**src/rtl/vxc_result_writer_if.sv**
```systemverilog
// ---------------------------------------------------------------------------
// vxc_result_writer_if
//   Handshake bundle between the complex vector-times-constant add/sub core,
//   the result writer and the result memory.
//
//   Upstream chunk stream : in_valid, in_data, in_ready
//   Memory write port     : mem_we, mem_addr, mem_wdata, mem_ready
//
//   slave  : the writer (consumes the chunk stream, drives the memory port)
//   master : the environment (produces chunks, acknowledges memory writes)
//
//   DW : chunk width (EW*NU of the writer)
//   AW : result memory address width
// ---------------------------------------------------------------------------
interface vxc_result_writer_if #(
    parameter int DW = 512,
    parameter int AW = 16
);
    logic          in_valid;
    logic [DW-1:0] in_data;
    logic          in_ready;
    logic          mem_we;
    logic [AW-1:0] mem_addr;
    logic [DW-1:0] mem_wdata;
    logic          mem_ready;

    modport slave (
        input  in_valid,
        input  in_data,
        output in_ready,
        output mem_we,
        output mem_addr,
        output mem_wdata,
        input  mem_ready
    );

    modport master (
        output in_valid,
        output in_data,
        input  in_ready,
        input  mem_we,
        input  mem_addr,
        input  mem_wdata,
        output mem_ready
    );
endinterface

```
**src/rtl/vxc_result_writer.sv**
```systemverilog
// ---------------------------------------------------------------------------
// vxc_result_writer
//   Downstream stage of the complex vector-times-constant add/sub unit.
//   Accepts chunks of NU complex elements over a valid/ready handshake,
//   buffers them in a FIFO_DEPTH-entry FIFO and writes each chunk to the
//   result memory at base_addr, base_addr+ADDR_STRIDE, ... (mod 2^ADDR_W).
//   finish rises once total/NU chunks have been committed.
//
// Ports
//   clk         : rising-edge clock
//   reset       : asynchronous, active-high reset
//   start       : one-cycle job start, honoured only in IDLE or DONE
//   base_addr   : first write address, latched on start
//   total       : element count of the job, latched on start (floor /NU)
//   bus         : chunk stream (in_*) and memory write port (mem_*)
//   busy        : job in progress (RUN or DRAIN)
//   finish      : job complete, held until next start or reset
//   chunk_count : chunks committed to memory in the current job
//   overflow    : sticky, data offered while no job was active
//
// Parameters
//   EW, NU, ADDR_W, ADDR_STRIDE, FIFO_DEPTH (power of two, >= 2)
// ---------------------------------------------------------------------------
module vxc_result_writer #(
    parameter int EW          = 64,
    parameter int NU          = 8,
    parameter int ADDR_W      = 16,
    parameter int ADDR_STRIDE = 1,
    parameter int FIFO_DEPTH  = 4
) (
    input  logic              clk,
    input  logic              reset,
    input  logic              start,
    input  logic [ADDR_W-1:0] base_addr,
    input  logic [31:0]       total,
    vxc_result_writer_if.slave bus,
    output logic              busy,
    output logic              finish,
    output logic [31:0]       chunk_count,
    output logic              overflow
);
    localparam int DW    = EW * NU;
    localparam int PTR_W = $clog2(FIFO_DEPTH);
    localparam int CNT_W = PTR_W + 1;

    typedef enum logic [1:0] {
        IDLE,
        RUN,
        DRAIN,
        DONE
    } state_t;

    state_t            state;
    logic [DW-1:0]     fifo_mem [FIFO_DEPTH];
    logic [PTR_W-1:0]  wr_ptr;
    logic [PTR_W-1:0]  rd_ptr;
    logic [CNT_W-1:0]  fifo_cnt;
    logic [31:0]       n_chunks;
    logic [31:0]       accepted;
    logic [ADDR_W-1:0] addr_q;

    logic        fifo_full;
    logic        fifo_empty;
    logic        running;
    logic        in_rdy;
    logic        we;
    logic        push;
    logic        pop;
    logic        last_commit;
    logic [31:0] start_chunks;

    always_comb begin
        fifo_full    = (fifo_cnt == CNT_W'(FIFO_DEPTH));
        fifo_empty   = (fifo_cnt == '0);
        running      = (state == RUN) || (state == DRAIN);
        in_rdy       = (state == RUN) && !fifo_full && (accepted < n_chunks);
        we           = !fifo_empty && running;
        push         = bus.in_valid && in_rdy;
        pop          = we && bus.mem_ready;
        // The commit that completes the job moves straight to DONE so that
        // finish is visible the cycle after the last write.
        last_commit  = pop && ((chunk_count + 32'd1) == n_chunks);
        start_chunks = total / 32'(NU);
    end

    assign bus.in_ready  = in_rdy;
    assign bus.mem_we    = we;
    assign bus.mem_addr  = addr_q;
    assign bus.mem_wdata = fifo_mem[rd_ptr];
    assign busy          = running;

    // Chunk storage carries no reset; only the pointers and count do.
    always_ff @(posedge clk) begin
        if (push) begin
            fifo_mem[wr_ptr] <= bus.in_data;
        end
    end

    always_ff @(posedge clk or posedge reset) begin
        if (reset) begin
            state       <= IDLE;
            wr_ptr      <= '0;
            rd_ptr      <= '0;
            fifo_cnt    <= '0;
            n_chunks    <= '0;
            accepted    <= '0;
            addr_q      <= '0;
            chunk_count <= '0;
            finish      <= 1'b0;
            overflow    <= 1'b0;
        end else begin
            case (state)
                IDLE, DONE: begin
                    if (start) begin
                        n_chunks    <= start_chunks;
                        accepted    <= '0;
                        chunk_count <= '0;
                        addr_q      <= base_addr;
                        overflow    <= 1'b0;
                        wr_ptr      <= '0;
                        rd_ptr      <= '0;
                        fifo_cnt    <= '0;
                        if (start_chunks == '0) begin
                            state  <= DONE;
                            finish <= 1'b1;
                        end else begin
                            state  <= RUN;
                            finish <= 1'b0;
                        end
                    end else if (bus.in_valid) begin
                        overflow <= 1'b1;
                    end
                end
                RUN, DRAIN: begin
                    if (push) begin
                        wr_ptr   <= wr_ptr + PTR_W'(1);
                        accepted <= accepted + 32'd1;
                    end
                    if (pop) begin
                        rd_ptr      <= rd_ptr + PTR_W'(1);
                        addr_q      <= addr_q + ADDR_W'(ADDR_STRIDE);
                        chunk_count <= chunk_count + 32'd1;
                    end
                    case ({push, pop})
                        2'b10:   fifo_cnt <= fifo_cnt + CNT_W'(1);
                        2'b01:   fifo_cnt <= fifo_cnt - CNT_W'(1);
                        default: fifo_cnt <= fifo_cnt;
                    endcase
                    if (last_commit) begin
                        state  <= DONE;
                        finish <= 1'b1;
                    end else if ((state == RUN) && (accepted == n_chunks)) begin
                        state <= DRAIN;
                    end
                end
                default: state <= IDLE;
            endcase
        end
    end
endmodule

```
**src/flat_wrapper.sv**
```systemverilog
// flat-port wrapper written by rule: the top's interface ports become plain ports
module vxc_result_writer_flat 
#(
    parameter int EW          = 64,
    parameter int NU          = 8,
    parameter int ADDR_W      = 16,
    parameter int ADDR_STRIDE = 1,
    parameter int FIFO_DEPTH  = 4
)
  (clk, reset, start, base_addr, total, busy, finish, chunk_count, overflow, bus_in_valid, bus_in_data, bus_in_ready, bus_mem_we, bus_mem_addr, bus_mem_wdata, bus_mem_ready);
  vxc_result_writer_if #(.DW((EW * NU)), .AW((16))) bus_i ();
  input  logic clk;
  input  logic reset;
  input  logic start;
  input  logic [ADDR_W-1:0] base_addr;
  input  logic [31:0] total;
  output logic busy;
  output logic finish;
  output logic [31:0] chunk_count;
  output logic overflow;
  input wire logic [$bits(bus_i.in_valid)-1:0] bus_in_valid;
  input wire logic [$bits(bus_i.in_data)-1:0] bus_in_data;
  output wire logic [$bits(bus_i.in_ready)-1:0] bus_in_ready;
  output wire logic [$bits(bus_i.mem_we)-1:0] bus_mem_we;
  output wire logic [$bits(bus_i.mem_addr)-1:0] bus_mem_addr;
  output wire logic [$bits(bus_i.mem_wdata)-1:0] bus_mem_wdata;
  input wire logic [$bits(bus_i.mem_ready)-1:0] bus_mem_ready;
  assign bus_i.in_valid = bus_in_valid;
  assign bus_i.in_data = bus_in_data;
  assign bus_in_ready = bus_i.in_ready;
  assign bus_mem_we = bus_i.mem_we;
  assign bus_mem_addr = bus_i.mem_addr;
  assign bus_mem_wdata = bus_i.mem_wdata;
  assign bus_i.mem_ready = bus_mem_ready;
  vxc_result_writer #(.EW(EW), .NU(NU), .ADDR_W(ADDR_W), .ADDR_STRIDE(ADDR_STRIDE), .FIFO_DEPTH(FIFO_DEPTH)) u_core (.clk(clk), .reset(reset), .start(start), .base_addr(base_addr), .total(total), .bus(bus_i), .busy(busy), .finish(finish), .chunk_count(chunk_count), .overflow(overflow));
endmodule
```
**config.mk**
```make
export PLATFORM = sky130hd
export DESIGN_NAME = vxc_result_writer_flat
export DESIGN_NICKNAME = d
export VERILOG_FILES = /design/src/rtl/vxc_result_writer_if.sv /design/src/rtl/vxc_result_writer.sv /design/src/flat_wrapper.sv
export SDC_FILE = /design/constraint.sdc
export NUM_CORES = 2
export LEC_CHECK = 0
export CORE_AREA = 4 4 437 439
export DETAILED_ROUTE_END_ITERATION = 8
export DIE_AREA = 0 0 441 443
export PLACE_DENSITY = 0.72
export SETUP_SLACK_MARGIN = 0.2
export SLEW_MARGIN = 20
export SYNTH_ARGS = -nofsm -noshare
export SYNTH_HDL_FRONTEND = slang
export SYNTH_SLANG_ARGS = --single-unit
```
**constraint.sdc**
```tcl
create_clock -name clk -period 21.8 [get_ports clk]
set_input_delay 2.18 -clock clk [delete_from_list [all_inputs] [get_ports clk]]
set_output_delay 2.18 -clock clk [all_outputs]
set_load 0.03 [all_outputs]
```
# After elaboration in Yosys (flattened, before gate mapping)
# Memories as Yosys holds them, arrays and structs flattened.
# Index checks and enable logic that the tools add are counted.
[op_classes]
bitwise = 0
magnitude_cmp = 1
n_mul = 0
add_sub_neg = 7
n_eq_ne = 14
muxes = 29
n_div = 0
reduce_logical = 23
n_shift = 0
[ops]
columns = ["cell", "count"]
rows = [
  ["$pmux W32 S2", 2],
  ["$mux W32", 3],
  ["$add A32 B1 Y32 const B", 2],
  ["$eq A32 B29 Y1", 2],
  ["$logic_not A32 Y1", 1],
  ["$lt A32 B29 Y1", 1],
  ["$mux W16", 2],
  ["$pmux W16 S2", 1],
  ["$add A16 B1 Y16 const B", 1],
  ["$mux W2", 7],
  ["$reduce_and A2 Y1", 7],
  ["$pmux W2 S2", 3],
  ["$pmux W3 S2", 2],
  ["$logic_and A1 B1 Y1", 7],
  ["$mux W1", 7],
  ["$eq A2 B2 Y1 const B", 3],
  ["$ne A2 B1 Y1 const B", 3],
  ["$add A2 B1 Y2 const B", 2],
  ["$eq A2 B1 Y1 const B", 2],
  ["$reduce_or A2 Y1", 2],
  ["$add A3 B1 Y3 const B", 1],
  ["$eq A3 B3 Y1 const B", 1],
  ["$logic_not A3 Y1", 1],
  ["$mux W3", 1],
  ["other kinds (9)", 10],
]
[totals]
n_memories = 1
rom_bits = 0
latchBits = 0
inputBits = 565
regBits = 120
mem_bits_rw = 2048
[memory_table]
columns = ["name", "depth", "width", "rd", "rd_ports_with_merged_regs", "wr", "line_no", "source"]
rows = [
  ["u_core.fifo_mem", 4, 512, 1, 0, 1, "vxc_result_writer.sv:54", "logic [DW-1:0] fifo_mem [FIFO_DEPTH];"],
]

# Logic depth before layout (Yosys ltp)
[logic_depth]
word_depth = 8
depth_mapped = 16
mapped_depth_nobuf = 16

# Least setup slack after synthesis
# Ideal clock, no wire load.
[synth_timing]
path_type = "input-to-reg"
start = "input bus_in_valid"
end = "memory u_core.fifo_mem[0][0] (enable)"
slack_ns = 6.600
arrival_time_ns = 14.257
path_stages = 3
setup_time_ns = 0.943
required_ns = 20.857
cell_sequence = "o211a_1 -> clkbuf_1 -> and2_1"
[synth_between]
elab_chain_cells = 3
[synth_lines]
columns = ["element", "line_no", "source"]
rows = [
  ["start, declared", "flat_wrapper.sv:21", "input wire logic [$bits(bus_i.in_valid)-1:0] bus_in_valid;"],
  ["$logic_and A1 B1 Y1", "vxc_result_writer.sv:78", "push = bus.in_valid && in_rdy;"],
  ["$mux W1", "vxc_result_writer.sv:94", "if (push) begin"],
  ["$mux W1 (not written as such)", "vxc_result_writer.sv:95", "fifo_mem[wr_ptr] <= bus.in_data;"],
  ["end, declared", "vxc_result_writer.sv:54", ""],
]
# No other way between the ends.

# Worst setup path in the final report
[layout_timing]
start = "register u_core.rd_ptr[0]"
end = "output bus_mem_wdata[192]"
[layout_between]
elab_chain_cells = 1
[layout_lines]
columns = ["element", "line_no", "source"]
rows = [
  ["start, declared", "vxc_result_writer.sv:56", "logic [PTR_W-1:0] rd_ptr;"],
  ["start signal, assigned", "vxc_result_writer.sv:140", "rd_ptr <= rd_ptr + PTR_W'(1);"],
  ["$mem_v2 Z4 W512", "n/a", ""],
  ["end, declared", "flat_wrapper.sv:26", "output wire logic [$bits(bus_i.mem_wdata)-1:0] bus_mem_wdata;"],
]
# No other way between the ends.

==> flow_summary.yaml <==
power:
  p_leak_nw: 32.3
  power_density_mw_per_mm2: 80.1
  irDropWorstVdd_mv: 0.0949
critical_path:
  cp-end-kind: "output pin"
  start_kind: "flop"
  worstSetupPathType: "flop to output pin"
  critical_path.max_fanout: 44
  cp.arrival_ns: 5.66
  critical_path_required_ns: 19.62
floorplan:
  die_h_um: 443
  die_x_um: 441
  core_area_mm2: 0.187
  ios: 1130
  start_util_pct: 43.3
  fp-row-count: 159
  dieArea_mm2: 0.195
detailed_routing:
  wl_per_cell_um: 26.5
  drtIter0Drc: 3017
  drcViolationCount: 0
  wl_um: 199000
  detail-route-antenna-nets: 0
  dr.pass1.iters: 7
  vias: 40397
  vias_per_cell: 5.39
clock_tree:
  clockBufferDepth: 3
  postCtsSetupRepairBufs: 0
  cts.repair.resized: 0
  cts_tree: "done"
  root_buffer: "clkbuf_16"
  cts_hold_buf: 0
  clock_sinks: 2168
  h-tree-depth: 4
  clock_latency_ns: 0.84
  numCtsBuffers: 209
  path_clk_slew_ns: 0.07
synth:
  synthCells: 3553
  syn_nets: 4158
  synth_edf_count: 2048
  synth_top_area_share_pct: 75.9
  synth_seq_cells: 2168
  async_flop_share_pct: 5.54
  ys_top_cells_by_area: "edfxtp_1, mux4_2, dfrtp_1, o21ai_0, ha_1"
  synth_cell_types: 66
  syn_area_mm2: 0.0810
  synth_ff_type: "edfxtp_1"
  avgSynthCellArea_um2: 22.8
  ys_seq_area_share_pct: 79.6
  yosysTopAreaCell: "edfxtp_1"
  yosysWarnings: 0
placed_design:
  port_buffers: 1126
  place.gp.congestion: 0.879
  dp_hpwl_um: 131000
  place_area_mm2: 0.0953
timing:
  finalSetupViolCount: 0
  finalClockSkew_ns: 0.0463
  hold_viol_final: 0
  fin_crit_sh_pct: 36.0
  drv_slew: 0
  relSlewSlack_pct: 19.6
  finalCriticalPeriod_ns: 7.84
  timing.fmax_mhz: 128
  worstMarginPinSlew_ns: 1.21
  tns_ns: 0
  rsz0062_at_grt: "no"
global_routing:
  grt_max_degree: 155
  grt_pass1_vias: 41616
  grt_pass1_wl_um: 286000
  antenna_found_initial: 75
  overflow: 0
  grt_use_total_pct: 20.1
final_layout:
  drive_above_1_share_pct: 17.6
  final_common_cell: "edfxtp_1"
  areaGrowthSynthToFinish_pct: 26.0
  fin_area_mm2: 0.102
  final_cell_mix: "edfxtp_1, clkdlybuf4s50_1, mux4_2, clkbuf_16, dfrtp_1"
  nNetsFinal: 5393
min_path:
  hold_path.class: "flop to flop"
flow_run:
  max_cap_violations: 0
outcome:
  status: "completed"
[state kept, by name (all words and copies together), names as in the netlist]
| name | cells |
|---|---|
| u_core.overflow | 1 |
| u_core.bus.mem_addr | 16 |
| u_core.fifo_mem | 2048 |
| u_core.state | 2 |
| u_core.chunk_count | 32 |
| u_core.n_chunks | 29 |
| u_core.accepted | 32 |
| u_core.finish | 1 |
| u_core.rd_ptr | 2 |
| u_core.wr_ptr | 2 |
| u_core.fifo_cnt | 3 |
[cell families after synthesis]
family | count (synthesis) | synth area share (%)
buffers and inverters | 203 | 0.942
adders and majority gates | 40 | 0.627
xor gates and xnor gates | 54 | 0.584
muxes | 518 | 14.3
and+or+nand+nor | 319 | 2.07
DFF | 2168 | 79.6
AOI/OAI and AO/OA | 251 | 1.82
[through the flow]
| stage | utilization [%] | total power, mW | hold slack [ns] | cells | setup slack (ns) |
|---|---|---|---|---|---|
| after floorplan | - | 4.65 | 0.444 | 3553 | 6.60 |
| after global placement | 50.9 | 4.78 | 0.464 | 7070 | 14.54 |
| after detailed placement | 50.9 | 4.79 | 0.466 | 7071 | 14.55 |
| after CTS | 54.5 | 8.26 | 0.485 | 7453 | 13.58 |
| after global routing | 54.5 | 8.45 | 0.514 | 7485 | 13.34 |
| final | 54.5 | 8.18 | 0.482 | 7493 | 13.96 |
[synthesized netlist by cell type, types with 6 or more instances]
library cell	number
nor4_1	8
xnor2_1	29
xor2_1	25
nor2_1	64
nand2_1	85
a21o_1	11
ha_1	39
nand4_1	29
and4_1	8
clkbuf_1	81
mux2i_1	6
o22ai_1	8
mux4_2	512
buf_1	73
a31oi_1	14
and2_1	16
nand3_1	34
inv_1	48
a21oi_1	52
edfxtp_1	2048
o21ai_0	117
o31ai_1	17
dfrtp_1	120
and3_1	15
nor3_1	14
or3_1	16
[critical path, cell delays in order (launching register included)]
cell and delay [ns]:
dfrtp_4 1.01, buf_4 0.76, buf_4 0.84, buf_4 0.80, mux4_2 0.59, clkdlybuf4s50_1 0.69
[final timing paths]
| kind | to | depth (start not counted) | slack [ns] | startpoint |
|---|---|---|---|---|
| setup / recovery | bus_mem_wdata[192] | 5 | 13.96 | u_core.rd_ptr[0] |
| hold / removal | u_core.accepted[30] | 1 | 0.48 | u_core.accepted[30] |
| setup reg to reg | u_core.fifo_mem[0][96] | 12 | 15.87 | u_core.n_chunks[5] |
| hold reg to reg | u_core.accepted[30] | 1 | 0.48 | u_core.accepted[30] |
| max in group asynchronous | u_core.rd_ptr[1] | 3 | 18.54 | reset |
| min in group asynchronous | u_core.finish | 2 | 1.79 | reset |
[layer usage]
metal / vias up / global-route usage, % / routed length (um)
met4: 46 / 10.1 / 10000
met1: 20977 / 23.8 / 71400
met2: 1507 / 32.4 / 98600
met5: - / 0 / 333
met3: 408 / 7.10 / 18300
li1: 17459 / - / -
[report_power, final]
group          total, mW  internal (mW)  switching (mW)
clock               3.48           1.97            1.50
sequential          4.55           4.55               0
combinational      0.147         0.0897          0.0574
total               8.18           6.62            1.56
[layout make-up]
type                            count  area, um^2
Fill cell                       13945       85100
Sequential cell                  2168       64500
Multi-Input combinational cell   1182       15700
Timing Repair Buffer             1179       11800
Clock buffer                      266        5620
Tap cell                         2495        3120
Clock inverter                    116         977
Inverter                           48         185
Antenna cell                       39        97.6
(Power assumes the default switching activity.)
